===== config.mk =====
export PLATFORM = sky130hd
export DESIGN_NAME = if_fetch_ctrl
export DESIGN_NICKNAME = d
export VERILOG_FILES = /design/src/rtl/if_fetch_pkg.sv /design/src/rtl/if_stage_pkg.sv /design/src/rtl/if_pc_gen.sv /design/src/rtl/if_fetch_ctrl.sv
export SDC_FILE = /design/constraint.sdc
export NUM_CORES = 1
export LEC_CHECK = 0
export ABC_AREA = 1
export CORE_UTILIZATION = 56
export CTS_CLUSTER_SIZE = 8
export DETAILED_ROUTE_END_ITERATION = 10
export PLACE_DENSITY = 0.95
export SLEW_MARGIN = 20
export SYNTH_ARGS = -nofsm -noshare
export SYNTH_HDL_FRONTEND = slang
export SYNTH_SLANG_ARGS = --single-unit

===== constraint.sdc =====
create_clock -name clk -period 2.45 [get_ports clk]
set_input_delay 0.245 -clock clk [delete_from_list [all_inputs] [get_ports clk]]
set_output_delay 0.245 -clock clk [all_outputs]
set_load 0.02 [all_outputs]

===== src/rtl/if_fetch_pkg.sv =====
// Fetch controller state encoding, reset address default and PC helpers.
package if_fetch_pkg;

  localparam logic [31:0] IF_RESET_PC_DEFAULT = 32'h0000_0000;

  typedef enum logic [1:0] {
    IDLE = 2'd0,
    REQ  = 2'd1,
    WAIT = 2'd2,
    HOLD = 2'd3
  } fetch_state_e;

  // Instruction addresses are always word aligned; low bits of any target are dropped.
  function automatic logic [31:0] word_align(input logic [31:0] i_addr);
    return i_addr & ~32'h0000_0003;
  endfunction

endpackage


===== src/rtl/if_stage_pkg.sv =====
// Shared fetch-to-decode packet type for the IF stage.
package if_stage_pkg;

  typedef struct packed {
    logic        valid;
    logic [31:0] inst;
    logic [31:0] pc;
    logic [31:0] pc4;
  } if_stage_out_t;

endpackage


===== src/rtl/if_pc_gen.sv =====
// Combinational next-fetch-PC selection: redirect > prediction > sequential.
// Prediction is only honoured when IF_FETCH_PREDICT_EN is defined.
module if_pc_gen
  import if_fetch_pkg::*;
(
  input  logic        i_redirect,
  input  logic [31:0] i_redirect_pc,
  input  logic        i_predict_taken,
  input  logic [31:0] i_predict_pc,
  input  logic [31:0] i_inflight_pc,
  output logic [31:0] o_seq_pc,
  output logic [31:0] o_next_pc
);

  logic [31:0] w_pred_pc;

  assign o_seq_pc = i_inflight_pc + 32'd4;

`ifdef IF_FETCH_PREDICT_EN
  assign w_pred_pc = i_predict_taken ? word_align(i_predict_pc) : o_seq_pc;
`else
  logic w_unused_predict;
  assign w_unused_predict = ^{i_predict_taken, i_predict_pc};
  assign w_pred_pc        = o_seq_pc;
`endif

  assign o_next_pc = i_redirect ? word_align(i_redirect_pc) : w_pred_pc;

endmodule


===== src/rtl/if_fetch_ctrl.sv =====
// Instruction fetch controller: one outstanding imem request, one-entry stall buffer,
// redirect kill handling. Optional branch prediction via IF_FETCH_PREDICT_EN.
module if_fetch_ctrl
  import if_fetch_pkg::*;
  import if_stage_pkg::*;
#(
  parameter logic [31:0] RESET_PC = IF_RESET_PC_DEFAULT
) (
  input  logic        clk,
  input  logic        arst_n,
  input  logic        stall,
  input  logic        redirect,
  input  logic [31:0] redirect_pc,
  input  logic        predict_taken,
  input  logic [31:0] predict_pc,
  output logic        imem_req,
  output logic [31:0] imem_addr,
  input  logic        imem_gnt,
  input  logic        imem_rvalid,
  input  logic [31:0] imem_rdata,
  output logic        inst_valid,
  output logic [31:0] inst,
  output logic [31:0] pc,
  output logic [31:0] pc4
);

  fetch_state_e  r_state;
  logic [31:0]   r_fetch_pc;
  logic [31:0]   r_inflight_pc;
  logic          r_kill;
  if_stage_out_t r_buf;
  if_stage_out_t r_out;

  logic [31:0]   w_seq_pc;
  logic [31:0]   w_next_pc;
  logic          w_accept;
  logic          w_kill_on_redirect;

  if_pc_gen u_pc_gen (
    .i_redirect      (redirect),
    .i_redirect_pc   (redirect_pc),
    .i_predict_taken (predict_taken),
    .i_predict_pc    (predict_pc),
    .i_inflight_pc   (r_inflight_pc),
    .o_seq_pc        (w_seq_pc),
    .o_next_pc       (w_next_pc)
  );

  assign w_accept = (r_state == WAIT) && imem_rvalid && !r_kill;

  // A redirect only has to poison a response that is still on its way back.
  assign w_kill_on_redirect = ((r_state == WAIT) && !imem_rvalid) ||
                              ((r_state == REQ)  && imem_gnt);

  always_ff @(posedge clk or negedge arst_n) begin
    if (!arst_n) begin
      r_state       <= IDLE;
      r_fetch_pc    <= RESET_PC;
      r_inflight_pc <= RESET_PC;
      r_kill        <= 1'b0;
      r_buf         <= '0;
      r_out         <= '0;
    end else if (redirect) begin
      r_fetch_pc  <= w_next_pc;
      r_out.valid <= 1'b0;
      r_buf.valid <= 1'b0;
      if (w_kill_on_redirect) begin
        r_kill  <= 1'b1;
        r_state <= WAIT;
      end else begin
        r_kill  <= 1'b0;
        r_state <= REQ;
      end
    end else begin
      case (r_state)
        IDLE: r_state <= REQ;
        REQ: begin
          if (imem_gnt) begin
            r_inflight_pc <= r_fetch_pc;
            r_state       <= WAIT;
          end
        end
        WAIT: begin
          if (imem_rvalid) begin
            if (r_kill) begin
              r_kill  <= 1'b0;
              r_state <= REQ;
            end else begin
              r_fetch_pc <= w_next_pc;
              if (stall) begin
                r_buf   <= '{valid: 1'b1, inst: imem_rdata,
                             pc: r_inflight_pc, pc4: w_seq_pc};
                r_state <= HOLD;
              end else begin
                r_state <= REQ;
              end
            end
          end
        end
        HOLD: begin
          if (!stall) begin
            r_buf.valid <= 1'b0;
            r_state     <= REQ;
          end
        end
        default: r_state <= IDLE;
      endcase

      // Decode-facing packet only moves when decode is not stalling.
      if (!stall) begin
        if (w_accept) begin
          r_out <= '{valid: 1'b1, inst: imem_rdata,
                     pc: r_inflight_pc, pc4: w_seq_pc};
        end else if ((r_state == HOLD) && r_buf.valid) begin
          r_out <= r_buf;
        end else begin
          r_out.valid <= 1'b0;
        end
      end
    end
  end

  assign imem_req   = (r_state == REQ);
  assign imem_addr  = r_fetch_pc;
  assign inst_valid = r_out.valid;
  assign inst       = r_out.inst;
  assign pc         = r_out.pc;
  assign pc4        = r_out.pc4;

endmodule


; ---- Yosys cells after proc, flatten, opt, wreduce, memory -nomap -nowiden
; Cells that the tools add are included.
[classes]
n_addsub = 1
n_mul = 0
div = 0
order_cmp = 0
eq_ne = 10
shift = 0
mux = 28
n_bitwise = 3
reduce_logical = 20
[op_table]
columns = cell, n
row1 = 97-bit two-way mux, 5
row2 = 32-bit two-way mux, 5
row3 = 96-bit two-way mux, 1
row4 = "32-bit by 3-bit adder with 32-bit output, second input constant", 1
row5 = 2-bit two-way mux, 7
row6 = "3-bit != test, second input constant", 4
row7 = 3-bit AND reduction, 4
row8 = 5-bit AND reduction, 2
row9 = 1-bit two-way mux, 8
row10 = 2-bit case mux with 4 select lines, 1
row11 = 2-bit nonzero test, 3
row12 = 1-bit logical AND, 5
row13 = "2-bit equality test, second input constant", 2
row14 = "3-bit by 2-bit != test with 1-bit output, second input constant", 1
row15 = 1-bit inverter, 3
row16 = 3-bit nonzero test, 1
row17 = "2-bit by 1-bit equality test with 1-bit output, second input constant", 1
row18 = 1-bit zero test, 2
row19 = 2-bit zero test, 1
row20 = "2-bit by 1-bit != test with 1-bit output, second input constant", 1
row21 = "2-bit != test, second input constant", 1
row22 = 1-bit case mux with 2 select lines, 1
row23 = 2-bit AND reduction, 1
row24 = 1-bit logical OR, 1
[totals]
ff_bits = 261
latchBits = 0
ram_bits = 0
romBits = 0
in_bits = 103
output_inout_bits = 130
word_cells = 74
memories = 0

; ---- Longest topological paths before layout
[depth]
word_depth = 6
depth_mapped = 11
depth_no_buf = 10

; ---- Hierarchy
; Synthesis repeated with hierarchy kept, for this count alone.
[hier_totals]
hier_cells = 1599
hier_area_um2 = 12439.4
[modules_own_cells]
columns = module, n_inst, cells_per_inst, area_each_um2, seq_area_each_um2
row1 = if_fetch_ctrl, 1, 1325, 11055.6, 6531.3
row2 = if_pc_gen, 1, 274, 1383.8, 0.0

; ---- Worst setup path after synthesis
; No wires, ideal clock.
[synth_timing]
kind = flip-flop to flip-flop
startpoint = reg r_state[0]
endpoint = reg r_out (netlist bit inst[0])
setup_ns = 0.130
arrival_time_ns = 1.518
t_required_ns = 2.320
setup_slack_ns = 0.802
path_stages_with_launch = 10
n_path_buf = 2
synth_period_minus_slack_ns = 1.648
path_cell_list = dfrtp_1 > inv_1 > ha_1 > nand3_4 > nand2_1 > nand3_4 > inv_2 > buf_4 > buf_2 > a31oi_1
[synth_via]
elab_chain_len = 5
word_cells_on_any_way = 8
classes_between = eq/ne (2) / mux (1) / reduce/logical (5)
[synth_rtl]
columns = item, line_no
row1 = "start, declared", if_fetch_ctrl.sv:27  ; fetch_state_e r_state;
row2 = "start signal, assigned", if_fetch_ctrl.sv:57  ; r_state <= IDLE;
row3 = "start signal, assigned", if_fetch_ctrl.sv:69  ; r_state <= WAIT;
row4 = "start signal, assigned", if_fetch_ctrl.sv:72  ; r_state <= REQ;
row5 = 2-bit equality test, if_fetch_ctrl.sv:49  ; assign w_accept = (r_state == WAIT) && imem_rvalid && !r_kill;
row6 = 1-bit logical AND (2 in series), if_fetch_ctrl.sv:49
row7 = 2-bit nonzero test (no source line), n/a
row8 = 3-bit AND reduction (no source line), n/a
row9 = "end signal, assigned", if_fetch_ctrl.sv:112  ; r_out <= '{valid: 1'b1, inst: imem_rdata,
row10 = "end signal, assigned", if_fetch_ctrl.sv:115  ; r_out <= r_buf;
row11 = "end, declared", if_fetch_ctrl.sv:32  ; if_stage_out_t r_out;
; Parallel ways exist; a longest one is shown, timed or not.
; A chain may end at the register's enable or synchronous reset.

; ---- Worst setup path in the final report
[layout_timing]
startpoint = reg r_inflight_pc[3]
endpoint = reg r_buf[20] (netlist bit)
[layout_via]
elab_chain_len = 1
[layout_rtl]
columns = item, line_no
row1 = "start, declared", if_fetch_ctrl.sv:29  ; logic [31:0] r_inflight_pc;
row2 = "start signal, assigned", if_fetch_ctrl.sv:79  ; r_inflight_pc <= r_fetch_pc;
row3 = 32-bit by 3-bit adder with 32-bit output, if_pc_gen.sv:17  ; assign o_seq_pc = i_inflight_pc + 32'd4;
row4 = "end signal, assigned", if_fetch_ctrl.sv:91  ; r_buf <= '{valid: 1'b1, inst: imem_rdata,
row5 = "end, declared", if_fetch_ctrl.sv:31  ; if_stage_out_t r_buf;
; No other way between the ends.

==> metrics <==
Starting Density=57.2%; combinational group share of total power=35.5%; Final Max Tran Viols=0; cell row count=52; final hold violation count=0; FILL cells=1,425; most frequent cells in the layout=nand2_1 (548), dfrtp_1 (257), clkdlybuf4s50_1 (196); Critical Path End=r_buf[20]; Post-Synth XOR/XNOR Area=0.452%; crit path launch type=flop; cts repair resizes=0; Yosys reg bits=257; Nets=1,719; die area=21,300 um^2; DR iter-0 viols=1,229; distinct cell type count of the synthesized netlist=32; crit-path max FO=8; CTS Sinks=257; final critical-path setup slack=256 ps; Clock Skew=12.7 ps; TritonCTS clock tree=built; Hold WC Path Type=in -> reg; RSZ-0062 raised after global routing=no; routability congestion estimate=0.924; Syn Area/Cell=8.16 um^2; sequential-to-total area share from yosys stat=55.4%; syn_nets=1,532; Vias/cell=5.85; Final Routed Wirelength=34.5 mm; r2r endpoint=r_buf[20]; GRT Util Overall=33.1%; Boundary Pins=233; WP data required=2820 ps; setup tns final=0 ps; drt wl/cell=18.3 um; Post-Synth Adder-Cell Area=0.539%; status=finished clean; Reg clk slew, reported paths=50 ps; DR vias=11,000; mux share of post-synthesis cell area=0%; crit path DAT=2560 ps; Pre-antenna DRT Iters=6; Synth warnings=0; cell internal pwr=0.0116 W; grt total ovfl=0; Placed Cells=1,840; area fraction in compound gates after synthesis=11.4%; period utilisation layout=89.5%; initial antenna violation count=0; post-DP HPWL=22.2 mm; Num CTS Buffers=38; Core Area=20,300 um^2; vias in the first global route=10,800; most common cell after layout, fill and taps aside=nand2_1; clock network fraction of total power=25.3%; crit path time final=2190 ps; DIE HEIGHT=146 um; clk_lat worst skew=510 ps; die width=146 um; final-report setup violation count=0; r2r worst-path depth=10; CP endpoint kind=flop; Worst Setup SP=r_inflight_pc[3]; Antenna Cells=0; Post-Synth Simple-Gate Area=26.1%; # H-tree levels=2; DP Worst Slack=319 ps; fin cells=1,884; pin count of the biggest net entering global routing=83; clk buf depth=3; fmax=456 MHz; synthesized cell area=11,600 um^2; switch share=37.2%; layout cells sized above 1=5.58%; CTS Root Cell=clkbuf_16; number of port buffers=197; # DRC=0; Area growth syn-to-layout=28.2%; synthesized instance count=1,424; R2R setup slack=260 ps; Async S/R FF share, synth=100%; Worst-Margin Slew=585 ps; Slew HR=61.0%; global-route wire length before repair=55.9 mm; worst r2r src=r_inflight_pc[3]; share of power burned in registers=39.2%; power per cell area=1240 nW/um^2; Hold Startpoint=imem_rdata[26]; most common flop cell mapped by yosys=dfrtp_1; largest family of logic cells by synthesized area=simple AND/OR/NAND/NOR gates; max cap viols=0; number of flops mapped to enable cells by yosys=0; P_sw=0.00688 W; VDD IR max=0.708 mV; worst setup path class=reg -> reg; Pleak=6.84 nW; Routed Antenna Nets=0
worst min-delay path by stage:
stage	end	slack (ps)	cells after the start
finish	r_buf[90]	300	3
global route	r_buf[90]	300	3
CTS	r_buf[90]	300	3
detailed placement	inst[5]	270	1
global placement	inst[10]	240	1
floorplan	imem_addr[0]	-50	0
layout make-up:
type                    count  area, um^2  area share [%]
flip-flops and latches    257        6430            43.2
multi-input cells        1005        4480            30.1
repair buffers            222        2270            15.2
clock buffers              42        1030            6.92
well taps                 270         338            2.27
inverters                  87         330            2.22
clock inverters             1        8.76          0.0588
worst max-delay path: stages, from the launching register on:
cell and delay (ps):
dfrtp_1 480, ha_1 260, nand2_1 130, nor2_2 280, nand2_4 170, nor2_4 210, nand2_1 80, nand2_1 130
nand2_1 110, nand2_1 90, o21ai_0 100
flip-flops by register name, summed over array words and instances (netlist names):
register	cells
inst	32
inst_valid	1
r_kill	1
r_inflight_pc	32
imem_addr	32
r_buf	95
pc4	30
r_state	2
pc	32
cell usage after synthesis, types with 4 or more instances:
library cell	number	area, um^2
buf_4	9	67.6
nor2_2	4	25.0
nor2_1	138	518
and2_1	4	25.0
dfrtp_1	257	6430
nor2_4	5	56.3
inv_2	5	18.8
buf_2	26	130
a31oi_1	73	457
a21oi_1	46	230
ha_1	5	62.6
o211ai_1	15	113
clkbuf_1	35	131
inv_1	82	308
o21ai_1	12	60.1
nand3_1	54	270
o22ai_1	5	31.3
xor2_1	6	52.6
nand2_1	548	2060
o21ai_0	75	375
buf_6	5	56.3
repair_timing:
item                                   in CTS  in global routing
buffers inserted                            0                  0
endpoints found under the hold margin      71                  0
hold buffers                                1                  0
power by group through the flow:
stage               Sequential [W]  Clock [W]  Combinational, W
finish                     0.00725    0.00468           0.00657
detailed placement         0.00720          0           0.00641
global placement           0.00714          0           0.00618
floorplan                  0.00790          0           0.00273
global route               0.00744    0.00491           0.00712
CTS                        0.00720    0.00470           0.00655
logic make-up (layout without fill, tap and decap cells):
kind of cell | Yosys count | count (layout)
AO/OA/AOI/OAI | 233 | 233
buffers and inverters | 162 | 352
AND/OR/NAND/NOR | 761 | 761
flip-flops | 257 | 257
XOR/XNOR | 6 | 6
adder cells (fa/ha/maj) | 5 | 5
layer usage:
| metal | track usage, % | vias up | wire (um) |
|---|---|---|---|
| met3 | 6.81 | 123 | 3680 |
| met1 | 45.6 | 5208 | 13500 |
| met5 | 0 | - | 0 |
| met4 | 14.2 | 0 | 1410 |
| met2 | 51.1 | 767 | 15900 |
| li1 | - | 4929 | - |
per-stage QoR:
stage	hold WS [ps]	instance area [um^2]	utilization [%]	power (W)
floorplan	-50.6	11600	-	0.0106
global placement	244	13800	68.2	0.0133
detailed placement	266	13800	68.2	0.0136
CTS	299	14900	73.3	0.0185
global route	300	14900	73.3	0.0195
finish	303	14900	73.3	0.0185
(Power assumes the default switching activity.)
==> RTL edit 1: new RTL, same settings <==
Re-encode `fetch_state_e` (4 states) as Gray code, 2 bits wide.
--- a/src/rtl/if_fetch_pkg.sv
+++ b/src/rtl/if_fetch_pkg.sv
@@ -4,10 +4,10 @@
   localparam logic [31:0] IF_RESET_PC_DEFAULT = 32'h0000_0000;
 
   typedef enum logic [1:0] {
-    IDLE = 2'd0,
-    REQ  = 2'd1,
-    WAIT = 2'd2,
-    HOLD = 2'd3
+    IDLE = 2'b00,
+    REQ  = 2'b01,
+    WAIT = 2'b11,
+    HOLD = 2'b10
   } fetch_state_e;
 
   // Instruction addresses are always word aligned; low bits of any target are dropped.
Behaviour: no difference found for any inputs over 4 cycles, from zero or initial values and one cycle with arst_n low; so few cycles prove little.
==> RTL edit 1 against the unedited design <==
  * Synthesized cell count fell by 0.98%
  * Worst setup slack worse by 0.12 ns
  * Power rose by 4.2%
  * Cell count decreased by 1.1%
  * Core utilization up 0.99 points
  * Largest cell class unchanged
  * Sequential power rose by 3.4%
  * Design area fell by 1.6%
  * Wire length down 1.4%
  * Synthesized area is 1.9% lower
  * Sequential cell count did not move
==> RTL edit 1: results (changes against the unedited design) <==
- Status: finished clean
- Register area share after synthesis: 0.564 (+0.0107)
- Syn. warnings: 0 (unchanged)
- CP max FO: 6 (-2)
- Max IR drop VDD: 0.675 mV (-4.6%)
- Yosys cell types: 27 (-16%)
- Clock tree buffer depth: 3 (unchanged)
- Top cells by count, synth: nand2_1 (560), dfrtp_1 (257), nor2_1 (150), o21ai_0 (79), inv_1 (73)
- Post-synthesis average cell area: 8.08 sq um (-0.92%)
- FF-to-FF path depth: 8 (-2)
- Hold crit path type: in2async
- Top reg by flops: r_buf
- Input/output buffers: 197 (unchanged)
- Critical path arrival: 2.69 ns (+0.13 ns)
- Final nets: 1700 (-1.1%)
- H-Tree Depth: 2 (unchanged)
- Start of the worst register-to-register path: r_inflight_pc[3]
- Placer congestion estimate: 0.933 (+0.92%)
- Fin Setup TNS: 0 ns (unchanged)
- Number of flops mapped to enable cells by yosys: 0 (unchanged)
- Synth Net Count: 1514 (-1.2%)
- Synth Flop Type: dfrtp_1
- LEAKAGE: 6.84 nW (about the same)
- R2r setup slk: 0.13 ns (-0.12 ns)
- Pre-Repair DR Iteration Count: 6 (unchanged)
- Worst-Margin Slew: 0.838 ns (+0.253 ns)
- Clock insertion delay at the later pin of the skew report: 0.51 ns (about the same)
- Vias: 10800 (-2.0%)
- Vias in the first global route: 10400 (-3.2%)
- Fin Clk Skew: 0.0112 ns (-0.00151 ns)
- CTS root buffer: clkbuf_16
- First-pass GRT wire length: 53600 um (-4.1%)
- Diode count: 0 (unchanged)
- Share of synthesized registers carrying an async set or reset: 1.00 (unchanged)
- DP Cell Count: 1820 (-1.1%)
- Largest net degree at the start of global routing: 111 (+34%)
- Non-Filler Instances: 1864 (-1.1%)
- Total Routing Usage GR: 0.335 (+0.00430)
- DR WL/cell: 18.3 um (-0.38%)
- Synth top area cells: dfrtp_1 (56%), nand2_1 (18%), nor2_1 (4.9%), a31oi_1 (3.7%), o21ai_0 (3.5%)
- Share of layout cells above drive strength 1: 0.0488 (-0.00698)
- Placed wire-length estimate: 22100 um (-0.62%)
- Inserted Clock Buffers: 38 (unchanged)
- Initial DRC Count: 1451 (+18%)
[RTL edit 1: power breakdown]
part	switching, mW	total (mW)	internal, mW
combinational	4.16	7.10	2.94
clock	1.76	4.67	2.92
sequential	1.38	7.50	6.12
[RTL edit 1: metrics by stage]
step / setup WS [ns] / hold slack (ns) / total power, mW / instance area, sq um
CTS: 0.286 / 0.304 / 19.2 / 14700
finish: 0.132 / 0.287 / 19.3 / 14700
global placement: 0.428 / 0.248 / 14.1 / 13600
detailed placement: 0.370 / 0.246 / 14.4 / 13600
global route: 0.129 / 0.322 / 20.3 / 14700
floorplan: 0.813 / -0.0506 / 11.1 / 11400
[RTL edit 1: metal layers]
metal | part of all wire | wire (um) | GRT usage
met5 | 0 | 0 | 0
met4 | 0.046 | 1570 | 0.162
met1 | 0.38 | 13100 | 0.455
met2 | 0.47 | 15800 | 0.518
met3 | 0.10 | 3570 | 0.0661
[RTL edit 1: how the worst max path moves through the flow]
stage	startpoint	to	slack, ns
after detailed placement	imem_rvalid	inst[12]	0.37
final	r_inflight_pc[3]	r_buf[20]	0.13
after CTS	r_inflight_pc[3]	r_buf[20]	0.29
after global routing	r_inflight_pc[3]	r_buf[18]	0.13
after floorplan	r_state[0]	r_inflight_pc[13]	0.81
after global placement	imem_rvalid	inst[10]	0.43
[RTL edit 1: cell families (layout without fill, tap and decap cells)]
logic type               after synthesis  after routing  synth area share
AND/OR/NAND/NOR                      771            771             0.264
flip-flops                           257            257             0.564
AO/OA/AOI/OAI                        221            221             0.108
buffers and inverters                154            343            0.0584
XOR/XNOR                               6              6           0.00461
adder cells (fa/ha/maj)                1              1           0.00110
[RTL edit 1: area by class of cell]
type	instances	area [sq um]
Clock buffer	42	1030
Clock inverter	1	8.76
Fill cell	1280	5060
Inverter	77	292
Multi-Input combinational cell	999	4300
Sequential cell	257	6430
Tap cell	265	332
Timing Repair Buffer	223	2260
[RTL edit 1: repair_timing]
item | in CTS | in global routing
endpoints found under the hold margin | 67 | 0
setup buffers | 0 | 0
gates resized for setup | 0 | 0
hold buffers | 1 | 0
[RTL edit 1: critical path, cell delays in order (launching register included)]
cell and delay, ns:
dfrtp_1 0.49, ha_1 0.28, nand3_1 0.14, nor2_1 0.35, nand2_1 0.21, o21ai_0 0.39
nand2_1 0.15, nand2_1 0.09, o21ai_0 0.09
==> RTL edit 2: new RTL, config.mk and constraints unchanged <==
Made on the original files. Add a define of `IF_FETCH_PREDICT_EN`.
--- a/src/rtl/if_pc_gen.sv
+++ b/src/rtl/if_pc_gen.sv
@@ -1,5 +1,7 @@
 // Combinational next-fetch-PC selection: redirect > prediction > sequential.
 // Prediction is only honoured when IF_FETCH_PREDICT_EN is defined.
+`define IF_FETCH_PREDICT_EN
+
 module if_pc_gen
   import if_fetch_pkg::*;
 (
Behaviour: not the same (a bounded check fails within 4 cycles, from zero or initial values and one cycle with arst_n low).
==> RTL edit 2 against the unedited design <==
  * Power is 1.2% higher
  * Worst setup slack worse by 0.029 ns
  * Sequential cell count stayed put
  * Synthesized area is 1.3% higher
  * Design area is 3.3% higher
  * Global-route usage is 0.23 points higher
  * Combinational power is 3.2% higher
  * Wire length is 2.9% higher
  * Non-clock buffer count is 30 higher
  * Critical path type unchanged
  * Highest routed layer unchanged
==> RTL edit 2: results (changes against the unedited design) <==
- Clock power share: 0.249 (-0.004)
- Clk tree area frac: 0.0675 (-0.00225)
- Hold crit path type: in2async
- FFs & Latches: 257 (unchanged)
- Input/output buffers: 228 (+16%)
- Top cells by count, synth: nand2_1 (494), dfrtp_1 (257), nor2_1 (177), o21ai_0 (153), inv_1 (94)
- Multi-input gate share of total cell area: 0.300 (-0.000835)
- Start of the worst register-to-register path: r_inflight_pc[2]
- Placer congestion estimate: 0.914 (-1.1%)
- DR WL/cell: 18.2 um (-0.90%)
- Register area share after synthesis: 0.547 (-0.00706)
- Non-CTS buffers: 252 (+14%)
- Placed wire-length estimate: 22900 um (+3.1%)
- Largest net degree at the start of global routing: 100 (+20%)
- CP max FO: 7 (-1)
- Fin Clk Skew: 0.0182 ns (+0.00547 ns)
- Vias: 11400 (+3.5%)
- Status: finished clean
- Slew headroom: 0.587 (-0.0229)
- Total Routing Usage GR: 0.333 (+0.00229)
- Share of layout cells above drive strength 1: 0.0480 (-0.00772)
- Signal buf overhead: 0.168 (+0.0156)
- LEAKAGE: 6.91 nW (+1.0%)
- Synth Net Count: 1578 (+3.0%)
- Worst R2R End: imem_addr[20]
- Yosys cell types: 34 (+6.3%)
[RTL edit 2: metal layers]
layer	share of wire	up-vias	GRT usage
li1	-	5170	-
met1	0.38	5264	0.431
met2	0.46	810	0.529
met3	0.11	170	0.0758
met4	0.046	0	0.167
met5	0	-	0
[RTL edit 2: kinds of logic after synthesis]
| kind of cell | share of synthesized area |
|---|---|
| fa+ha+maj | 0.00425 |
| compound gates | 0.135 |
| buf+inv | 0.0619 |
| flops | 0.547 |
| mux | 0.00468 |
| xor+xnor | 0.00521 |
| simple gates | 0.242 |
[RTL edit 2: worst max path at each step]
| stage | from | end | slack, ns | depth (start not counted) |
|---|---|---|---|---|
| detailed placement | redirect | imem_addr[6] | 0.31 | 6 |
| CTS | r_state[1] | imem_req | 0.26 | 3 |
| global route | r_inflight_pc[4] | pc4[15] | 0.12 | 8 |
| floorplan | r_state[0] | inst[14] | 0.70 | 9 |
| global placement | imem_rvalid | imem_addr[6] | 0.38 | 8 |
| finish | r_inflight_pc[2] | imem_addr[20] | 0.23 | 10 |
[RTL edit 2: timing repair]
item | 4_1_cts | 5_1_grt
endpoints found under the setup margin | 0 | 0
hold endpoints to repair | 65 | 0
hold buffers | 1 | 0
[RTL edit 2: through the flow]
stage / instances / utilization / setup WS, ns / cell area (sq um) / hold slack, ns
global route: 1956 / 0.753 / 0.117 / 15400 / 0.344
finish: 1956 / 0.753 / 0.227 / 15400 / 0.307
CTS: 1956 / 0.753 / 0.258 / 15400 / 0.313
global placement: 1912 / 0.702 / 0.379 / 14300 / 0.238
detailed placement: 1912 / 0.702 / 0.306 / 14300 / 0.251
floorplan: 1471 / - / 0.700 / 11800 / -0.0506
